==> src/rtl/framebuf_reader_lenet.sv <==
// Streams the cropped frame-buffer image as a zero-padded OUT_W x OUT_H raster over valid/ready.
// Pad and image tokens take the same 1-cycle issue slot; a 2-entry FIFO absorbs downstream stalls.
`ifndef W_AFRAMEBUF
`define W_AFRAMEBUF 9
`endif
`ifndef W1
`define W1 7
`endif

module framebuf_reader_lenet #(
    parameter int IMG_W  = 28,
    parameter int IMG_H  = 28,
    parameter int PAD    = 2,
    parameter int INVERT = 0
) (
    input  logic                    clk,
    input  logic                    rst,
    input  logic                    capture_ready,
    output logic [`W_AFRAMEBUF:0]   aa_frame_buf,
    output logic                    cena_frame_buf,
    input  logic [`W1:0]            qa_frame_buf,
    output logic                    out_valid,
    input  logic                    out_ready,
    output logic [`W1:0]            out_pix,
    output logic                    out_sof,
    output logic                    out_eol,
    output logic                    out_eof,
    output logic                    busy,
    output logic                    frame_done,
    output logic                    start_drop
);
    localparam int OUT_W = IMG_W + 2 * PAD;
    localparam int OUT_H = IMG_H + 2 * PAD;
    localparam int AW    = `W_AFRAMEBUF + 1;
    localparam int DW    = `W1 + 1;
    localparam int RW    = $clog2(OUT_H + 1);
    localparam int CW    = $clog2(OUT_W + 1);

    localparam logic [RW-1:0] ROW_LO   = RW'(PAD);
    localparam logic [RW-1:0] ROW_HI   = RW'(OUT_H - PAD);
    localparam logic [RW-1:0] ROW_LAST = RW'(OUT_H - 1);
    localparam logic [CW-1:0] COL_LO   = CW'(PAD);
    localparam logic [CW-1:0] COL_HI   = CW'(OUT_W - PAD);
    localparam logic [CW-1:0] COL_LAST = CW'(OUT_W - 1);

    localparam logic [1:0] S_IDLE  = 2'd0;
    localparam logic [1:0] S_RUN   = 2'd1;
    localparam logic [1:0] S_DRAIN = 2'd2;

    generate
        if (IMG_W * IMG_H > (1 << AW)) begin : g_addr_chk
            $fatal(1, "framebuf_reader_lenet: IMG_W*IMG_H exceeds address range");
        end
    endgenerate

    logic [1:0]          state_q, state_d;
    logic [RW-1:0]       row_q, row_d;
    logic [CW-1:0]       col_q, col_d;
    logic [AW-1:0]       addr_q, addr_d;
    logic [1:0]          count_q, count_d;
    logic                wr_ptr_q, wr_ptr_d, rd_ptr_q, rd_ptr_d;
    logic                inflight_q, inflight_d, infl_slot_q, infl_slot_d;
    logic [1:0][DW-1:0]  pix_q, pix_d;
    logic [1:0][2:0]     flg_q, flg_d;
    logic                frame_done_q, frame_done_d, start_drop_q, start_drop_d;

    logic          issue, in_img, rd_en, push, pop, last_col, last_row;
    logic [DW-1:0] qa_px, head_pix;

    assign qa_px    = (INVERT != 0) ? ~qa_frame_buf : qa_frame_buf;
    assign issue    = (state_q == S_RUN) && (count_q != 2'd2);
    assign in_img   = (row_q >= ROW_LO) && (row_q < ROW_HI) && (col_q >= COL_LO) && (col_q < COL_HI);
    assign rd_en    = issue && in_img;
    assign push     = issue;
    assign last_col = (col_q == COL_LAST);
    assign last_row = (row_q == ROW_LAST);

    // The entry still waiting on SRAM data is served straight from qa until it is captured.
    assign head_pix = (inflight_q && (infl_slot_q == rd_ptr_q)) ? qa_px : pix_q[rd_ptr_q];

    assign out_valid      = (count_q != 2'd0);
    assign pop            = out_valid && out_ready;
    assign out_pix        = out_valid ? head_pix : '0;
    assign out_sof        = out_valid && flg_q[rd_ptr_q][2];
    assign out_eol        = out_valid && flg_q[rd_ptr_q][1];
    assign out_eof        = out_valid && flg_q[rd_ptr_q][0];
    assign cena_frame_buf = ~rd_en;
    assign aa_frame_buf   = rd_en ? addr_q : '0;
    assign busy           = (state_q != S_IDLE);
    assign frame_done     = frame_done_q;
    assign start_drop     = start_drop_q;

    always_comb begin
        state_d      = state_q;
        row_d        = row_q;
        col_d        = col_q;
        addr_d       = addr_q;
        pix_d        = pix_q;
        flg_d        = flg_q;
        wr_ptr_d     = wr_ptr_q ^ push;
        rd_ptr_d     = rd_ptr_q ^ pop;
        count_d      = count_q + {1'b0, push} - {1'b0, pop};
        inflight_d   = rd_en;
        infl_slot_d  = wr_ptr_q;
        frame_done_d = 1'b0;
        start_drop_d = capture_ready && (state_q != S_IDLE);

        if (inflight_q) pix_d[infl_slot_q] = qa_px;
        if (push) begin
            pix_d[wr_ptr_q] = '0;
            flg_d[wr_ptr_q] = {(row_q == '0) && (col_q == '0), last_col, last_col && last_row};
        end

        case (state_q)
            S_IDLE: if (capture_ready) begin
                state_d = S_RUN;
                row_d   = '0;
                col_d   = '0;
                addr_d  = '0;
            end
            S_RUN: if (issue) begin
                if (rd_en) addr_d = addr_q + AW'(1);
                if (last_col) begin
                    col_d = '0;
                    row_d = row_q + RW'(1);
                    if (last_row) state_d = S_DRAIN;
                end else begin
                    col_d = col_q + CW'(1);
                end
            end
            S_DRAIN: if (pop && flg_q[rd_ptr_q][0]) begin
                state_d      = S_IDLE;
                frame_done_d = 1'b1;
            end
            default: state_d = S_IDLE;
        endcase
    end

    always_ff @(posedge clk or posedge rst) begin
        if (rst) begin
            state_q      <= S_IDLE;
            row_q        <= '0;
            col_q        <= '0;
            addr_q       <= '0;
            count_q      <= '0;
            wr_ptr_q     <= 1'b0;
            rd_ptr_q     <= 1'b0;
            inflight_q   <= 1'b0;
            infl_slot_q  <= 1'b0;
            pix_q        <= '0;
            flg_q        <= '0;
            frame_done_q <= 1'b0;
            start_drop_q <= 1'b0;
        end else begin
            state_q      <= state_d;
            row_q        <= row_d;
            col_q        <= col_d;
            addr_q       <= addr_d;
            count_q      <= count_d;
            wr_ptr_q     <= wr_ptr_d;
            rd_ptr_q     <= rd_ptr_d;
            inflight_q   <= inflight_d;
            infl_slot_q  <= infl_slot_d;
            pix_q        <= pix_d;
            flg_q        <= flg_d;
            frame_done_q <= frame_done_d;
            start_drop_q <= start_drop_d;
        end
    end
endmodule

==> config.mk <==
export PLATFORM = sky130hd
export DESIGN_NAME = framebuf_reader_lenet
export DESIGN_NICKNAME = d
export VERILOG_FILES = /design/src/rtl/framebuf_reader_lenet.sv
export SDC_FILE = /design/constraint.sdc
export NUM_CORES = 1
export LEC_CHECK = 0
export CORE_MARGIN = 2
export CORE_UTILIZATION = 40
export CTS_CLUSTER_SIZE = 14
export DETAILED_ROUTE_END_ITERATION = 10
export GPL_TIMING_DRIVEN = 1
export PLACE_DENSITY = 0.66
export SYNTH_ARGS = -nofsm -noshare
export SYNTH_HDL_FRONTEND = slang
export SYNTH_SLANG_ARGS = --single-unit
==> constraint.sdc <==
create_clock -name clk -period 6 [get_ports clk]
set_clock_uncertainty 0.2 [all_clocks]
set_input_delay 0.9 -clock clk [delete_from_list [all_inputs] [get_ports clk]]
set_output_delay 0.9 -clock clk [all_outputs]
set_load 0.005 [all_outputs]
==> metrics.md <==
| Metric | Value |
|---|---|
| Total global routing track utilization | `roughly 17%` |
| Most common cell after layout, fill and taps aside | `dfrtp_1` |
| Critical Path Most Common Cell | `or3_1` |
| CP Launch Type | `flop` |
| Number of CTS-inserted buffers | `5` |
| Post-layout min period | `approximately 3.7 ns` |
| Final ANT Viol Nets | `0` |
| Drt pass-1 iters | `4` |
| WL per Instance | `14.52 um` |
| Setup TNS | `0 ns` |
| H-tree depth | `2` |
| Final period util | `61.70%` |
| DR vias/cell | `approximately 5.3` |
| MaxCap Viol Count | `0` |
| Dpl hpwl | `4.391 mm` |
| Setup crit end kind | `output pin` |
| Diodes inserted | `0` |
| First-pass GRT wire length | `between 10 and 15 mm` |
| Syn_area_per_cell | `roughly 9.7 sq um` |
| Largest net degree at the start of global routing | `55` |
| Setup bufs post-CTS | `0` |
| Slowest stage delay, CP | `around 0.52 ns` |
| Kind of critical path | `reg2out` |
| Final setup fails | `0` |
| Final hold vios | `0` |
| Commonest non-fill, non-tap cells in the layout | `dfrtp_1 (54), clkdlybuf4s50_1 (37), nor2_1 (32), nand2_1 (26), mux2i_1 (20)` |
| Relative slew slack | `35.58%` |
| Pint | `0.0009508 W` |
| PD cells | `between 400 and 500 nW/um^2` |
| CP required | `between 4 and 5 ns` |
| Post-synth cell types | `44` |
| Dominant cell type by area after synthesis | `dfrtp_1` |
| First DRT Iteration DRCs | `148` |
| Worst-Skew Late Latency | `about 0.30 ns` |
| CTS tree | `done` |
| Top-area cell type share of the netlist area | `between 40% and 50%` |
| P_leak | `1.575 nW` |
| Slew Viols, Final | `0` |
| Maximum vdd ir drop | `~0.15 mV` |
| Clk buf depth | `2` |
| Finished Core Util | `between 40% and 50%` |
| Die Height | `just under 90 um` |
| Top post-synthesis cells by area | `dfrtp_1 (47%), mux2i_1 (6.9%), ha_1 (4.8%), nor2_1 (4.2%), nand2_1 (3.4%)` |
| Clk pwr share | `16.2%` |
| Comb pwr share | `a little over two fifths` |
| RSZ-0062 raised after global routing | `false` |
| Die Area | `about 7900 sq um` |
| Sw Pwr | `slightly below 0.0006 W` |
| Gates resized, CTS repair | `0` |
| # port buffers | `37` |
| Post-CTS Hold Fix Bufs | `0` |
| Area grow syn2layout | `18.89%` |
| Initial core utilization | `a little over two fifths` |
| Synth warn | `0` |
| CP max stage cell | `clkdlybuf4s50_1` |
| Sw Ratio | `between 30% and 40%` |
| Core Region | `around 6900 sq um` |
| Clk sink count | `between 50 and 60` |
| CTS clk-pin slew, worst paths | `around 0.09 ns` |
| Rows | `30` |
| Antenna violations before repair | `0` |
| Die X | `88.97 um` |
| CP max FO | `25` |
| Critical Path, Cell by Cell | `or3_1 -> or3_1 -> and4_1 -> inv_2 -> clkdlybuf4s50_1` |
| Vias in the first global route | `approximately 2200` |
| #FFs+latches synth | `54` |
| Flop pwr share | `between 40% and 50%` |
| Worst slew pin tran | `~0.96 ns` |
| I/O Pins | `38` |
| Family with the most delay on the worst path | `simple AND/OR/NAND/NOR gates` |
| Status | `complete, no violations` |
| DRC violations left | `0` |
| Grt total ovfl | `0` |
| Worst Path Buf+Inv | `2` |
| Syn Inst Count | `roughly 300` |
| Register area share after synthesis | `a little under half` |
| Vias | `~2200` |
| Fmax | `about 270 MHz` |
| Worst EP arrival | `about 2.6 ns` |
| Hold Crit Class | `reg2reg` |
| CTS root buf | `clkbuf_8` |
| Post-Syn Area | `a little under 3000 sq um` |
| Design Power | `~0.0015 W` |
| Layout cells sized above 1 | `6.647%` |
| Post-Syn Nets | `roughly 320` |
| Nets | `~350` |
| Final wirelength | `6.202 mm` |
| Placer Congestion | `0.7719` |
| Worst Hold Slack | `approximately 0.25 ns` |
==> metal layers <==
metal	share of wire [%]	vias to the layer above	track usage, %
met2	47	42	27.95
li1	-	1102	-
met5	0	-	0
met4	0.74	0	3.528
met3	3.7	5	2.770
met1	48	1100	23.77
==> sequential cells by signal, summed over array words and instances, names as in the netlist <==
name,cells
pix_q,16
addr_q,10
col_q,6
flg_q,6
row_q,6
count_q,2
state_q,2
frame_done,1
infl_slot_d,1
infl_slot_q,1
inflight_q,1
rd_ptr_q,1
start_drop,1
==> per-stage QoR <==
step	instances	setup WS [ns]	area, sq um
floorplan	299	3.225	2888
global placement	420	2.594	3321
detailed placement	420	2.537	3321
CTS	427	2.276	3433
global route	427	2.088	3433
finish	427	2.298	3433
==> worst reg2reg max path, stage by stage (launching register included) <==
cell	delay, ns
dfrtp_1	0.48
ha_1	0.25
nand3_1	0.13
nor3b_2	0.43
a41oi_1	0.44
or4_1	0.58
o21ai_0	0.08
==> power by group through the flow <==
| stage | clock [W] | combinational (W) | sequential, W |
|---|---|---|---|
| after floorplan | 0 | 0.000499 | 0.000560 |
| after global placement | 0 | 0.000664 | 0.000621 |
| after detailed placement | 0 | 0.000674 | 0.000626 |
| after CTS | 0.000256 | 0.000676 | 0.000619 |
| after global routing | 0.000269 | 0.000765 | 0.000641 |
| final | 0.000249 | 0.000667 | 0.000620 |
==> worst paths after layout <==
check	from	to	slack, ns	depth (start not counted)
worst max-delay path	row_q[4]$_DFFE_PP0P_	cena_frame_buf	2.30	5
worst min-delay path	infl_slot_d$_DFF_PP0_	infl_slot_q$_DFF_PP0_	0.25	0
worst max register to register	col_q[1]$_DFFE_PP0P_	row_q[5]$_DFFE_PP0P_	3.33	6
worst min register to register	infl_slot_d$_DFF_PP0_	infl_slot_q$_DFF_PP0_	0.25	0
max in group asynchronous	rst	addr_q[6]$_DFFE_PP0P_	4.27	3
min in group asynchronous	rst	addr_q[0]$_DFFE_PP0P_	0.89	3
==> cells by family (layout without fill, tap and decap cells) <==
logic type / count (synthesis) / in the layout / share of synthesized area (%)
xor gates and xnor gates: 7 / 7 / 2.123
DFF: 54 / 54 / 46.79
muxes: 27 / 27 / 9.662
adders and majority gates: 11 / 11 / 4.766
buffers and inverters: 29 / 61 / 4.332
AOI/OAI and AO/OA: 49 / 49 / 10.75
and+or+nand+nor: 122 / 122 / 21.58
==> cells in the mapped netlist <==
| master | n |
|---|---|
| a211oi_1 | 8 |
| a21o_1 | 1 |
| a21oi_1 | 15 |
| a22o_1 | 1 |
| a31o_2 | 1 |
| a31oi_1 | 6 |
| a32oi_1 | 1 |
| a41oi_1 | 1 |
| and2_1 | 14 |
| and3_1 | 7 |
| and3_4 | 1 |
| and4_1 | 3 |
| and4b_1 | 1 |
| buf_1 | 1 |
| buf_2 | 1 |
| buf_6 | 2 |
| clkbuf_1 | 9 |
| dfrtp_1 | 54 |
| ha_1 | 11 |
| inv_1 | 15 |
| inv_2 | 1 |
| mux2_2 | 7 |
| mux2i_1 | 20 |
| nand2_1 | 26 |
| nand2b_1 | 3 |
| nand3_1 | 13 |
| nand4_1 | 2 |
| nor2_1 | 32 |
| nor2b_1 | 3 |
| nor3_1 | 6 |
| nor3_2 | 1 |
| nor3b_1 | 1 |
| nor3b_2 | 1 |
| o211ai_1 | 2 |
| o21ai_0 | 8 |
| o21ba_2 | 1 |
| o21bai_1 | 1 |
| o22ai_1 | 1 |
| o31ai_1 | 1 |
| o41ai_1 | 1 |
| or3_1 | 7 |
| or4_1 | 1 |
| xnor2_1 | 5 |
| xor2_1 | 2 |
==> cell type report <==
class,count,area (sq um)
clock inverters,1,30.03
inverters,16,60.06
repair buffers,38,377.9
fillers,656,3473
clock buffers,6,82.58
multi-input cells,216,1411
flip-flops and latches,54,1351
well taps,96,120.1
Power figures use the tool's default switching activity.
==> edit (same settings) <==
`W1`: 7 -> 8.
--- a/src/rtl/framebuf_reader_lenet.sv
+++ b/src/rtl/framebuf_reader_lenet.sv
@@ -4,7 +4,7 @@
 `define W_AFRAMEBUF 9
 `endif
 `ifndef W1
-`define W1 7
+`define W1 8
 `endif
 
 module framebuf_reader_lenet #(
Ports: changed (resized out_pix and qa_frame_buf); port bits go from 38 to 40. The function was not compared with the original's and may differ.
==> edit against the original RTL <==
- cell area rose by 4.5%
- sequential cell count increased by 2
- hold slack better by 1.5 ps
- power up 5.7%
- routed wire length increased by 5.6%
- area after synthesis grew 4.2%
- via count up 4.7%
- setup slack worse by 120 ps
- critical endpoint is now aa_frame_buf[4]
- largest power group unchanged
- highest routed layer unchanged
==> edit: results (changes against the original RTL) <==
- Final wirelength: 6.547 mm (+5.6%)
- Setup slack at placement: 2547 ps (+10.10 ps)
- Wire length of the first global-routing pass: 11.35 mm (+8.3%)
- Total non-filler cell area in the finished layout: 0.003588 mm2 (+4.5%)
- Final worst hold slack: 254.4 ps (+1.539 ps)
- Regs by FF count: pix_q: 18 flops, addr_q: 10 flops
- Cell Count Post-Placement: 455 (+8.3%)
- Routed via count: 2354 (+4.7%)
- Mux cell area share after synthesis: 0.06570 (-0.03092)
- Leakage: 1.610 nW (+2.2%)
- Met2 Track Usage GR: 0.2854 (+0.005936)
- Critical-path maximum fanout: 23 (-8.0%)
- GRT Util Overall: 0.1687 (-0.0005754)
- Met3 track utilization from global routing: 0.03589 (+0.008192)
- Synth cell count leaders: 56 x sky130_fd_sc_hd__dfrtp_1, 52 x sky130_fd_sc_hd__nand2_1, 34 x sky130_fd_sc_hd__nor2_1
- Area share of xor/xnor cells in the synthesized design: 0.03202 (+0.01079)
- # port buffers: 39 (+5.4%)
- Highest cell delay on the worst timing path: 610 ps (+90 ps)
- Ratio of cells with drive above 1 in the final layout: 0.07143 (+0.004963)
- Maximum number of pins on one net before global-route repair: 57 (+3.6%)
- Detailed Route Iter0 Violations: 88 (-41%)
- Startpoint of the lowest-slack register-to-register path: state_q[0]$_DFFE_PP0P_
- Post-synthesis sequential area ratio: 0.4657 (-0.002241)
- Met1 wire length: 3.032 mm (+1.4%)
- Met1 track demand over resource in global routing: 0.2157 (-0.02200)
- Number of fillers in the final layout: 711 (+8.4%)
- Fraction of the mapped netlist area in compound gates: 0.1231 (+0.01562)
- Status: complete, no violations
- Setup slack on the worst flop-to-flop path: 3280 ps (-50 ps)
- Net Count, Synth: 352 (+9.3%)
- Placed instance area: 0.003477 mm2 (+4.7%)
- Main area contributors after synthesis: sky130_fd_sc_hd__dfrtp_1 47%, sky130_fd_sc_hd__nand2_1 6.5%, sky130_fd_sc_hd__ha_1 4.6%
- Transition time at the pin with the least slew margin: 952.2 ps (-10.58 ps)
- Synth cell types: 45 (+2.3%)
- DPL Wire Length: 4.618 mm (+5.2%)
- Max rail drop VDD: 240.3 uV (+65%)
- Gp weighted congestion: 0.8226 (+6.6%)
[edit: cell count changes in the layout (fill, tap and decap cells not counted), moves of 5 or more]
cell	unedited run	this run
sky130_fd_sc_hd__a31oi_1	6	1
sky130_fd_sc_hd__mux2i_1	20	13
sky130_fd_sc_hd__nand2_1	26	52
sky130_fd_sc_hd__or3_1	7	1
sky130_fd_sc_hd__inv_1	14	9
sky130_fd_sc_hd__a21oi_1	15	22
[edit: layout make-up]
class,instances,share of cell area
Inverter,12,0.01255
Timing Repair Buffer,40,0.1109
Tap cell,99,0.03452
Clock inverter,3,0.01185
Clock buffer,5,0.01918
Multi-Input combinational cell,248,0.4205
Sequential cell,56,0.3905
[edit: cells by family after synthesis]
| group | after synthesis |
|---|---|
| and+or+nand+nor | 149 |
| adders and majority gates | 11 |
| AOI/OAI and AO/OA | 58 |
| buffers and inverters | 24 |
| xor gates and xnor gates | 11 |
| DFF | 56 |
| muxes | 19 |
[edit: report_power, final]
part	internal, mW	total [mW]	switching (mW)
clock	0.124	0.249	0.126
sequential	0.495	0.641	0.147
combinational	0.354	0.732	0.378
[edit: worst max path at each step]
stage,from,endpoint,slack (ps),cells past startpoint
after floorplan,col_q[0]$_DFFE_PP0P_,aa_frame_buf[1],3500,8
final,state_q[0]$_DFFE_PP0P_,aa_frame_buf[4],2180,5
after global placement,rd_ptr_q$_DFF_PP0_,out_pix[5],2630,4
after CTS,state_q[0]$_DFFE_PP0P_,aa_frame_buf[4],2180,5
after detailed placement,state_q[0]$_DFFE_PP0P_,aa_frame_buf[4],2550,5
after global routing,state_q[0]$_DFFE_PP0P_,aa_frame_buf[3],1980,5
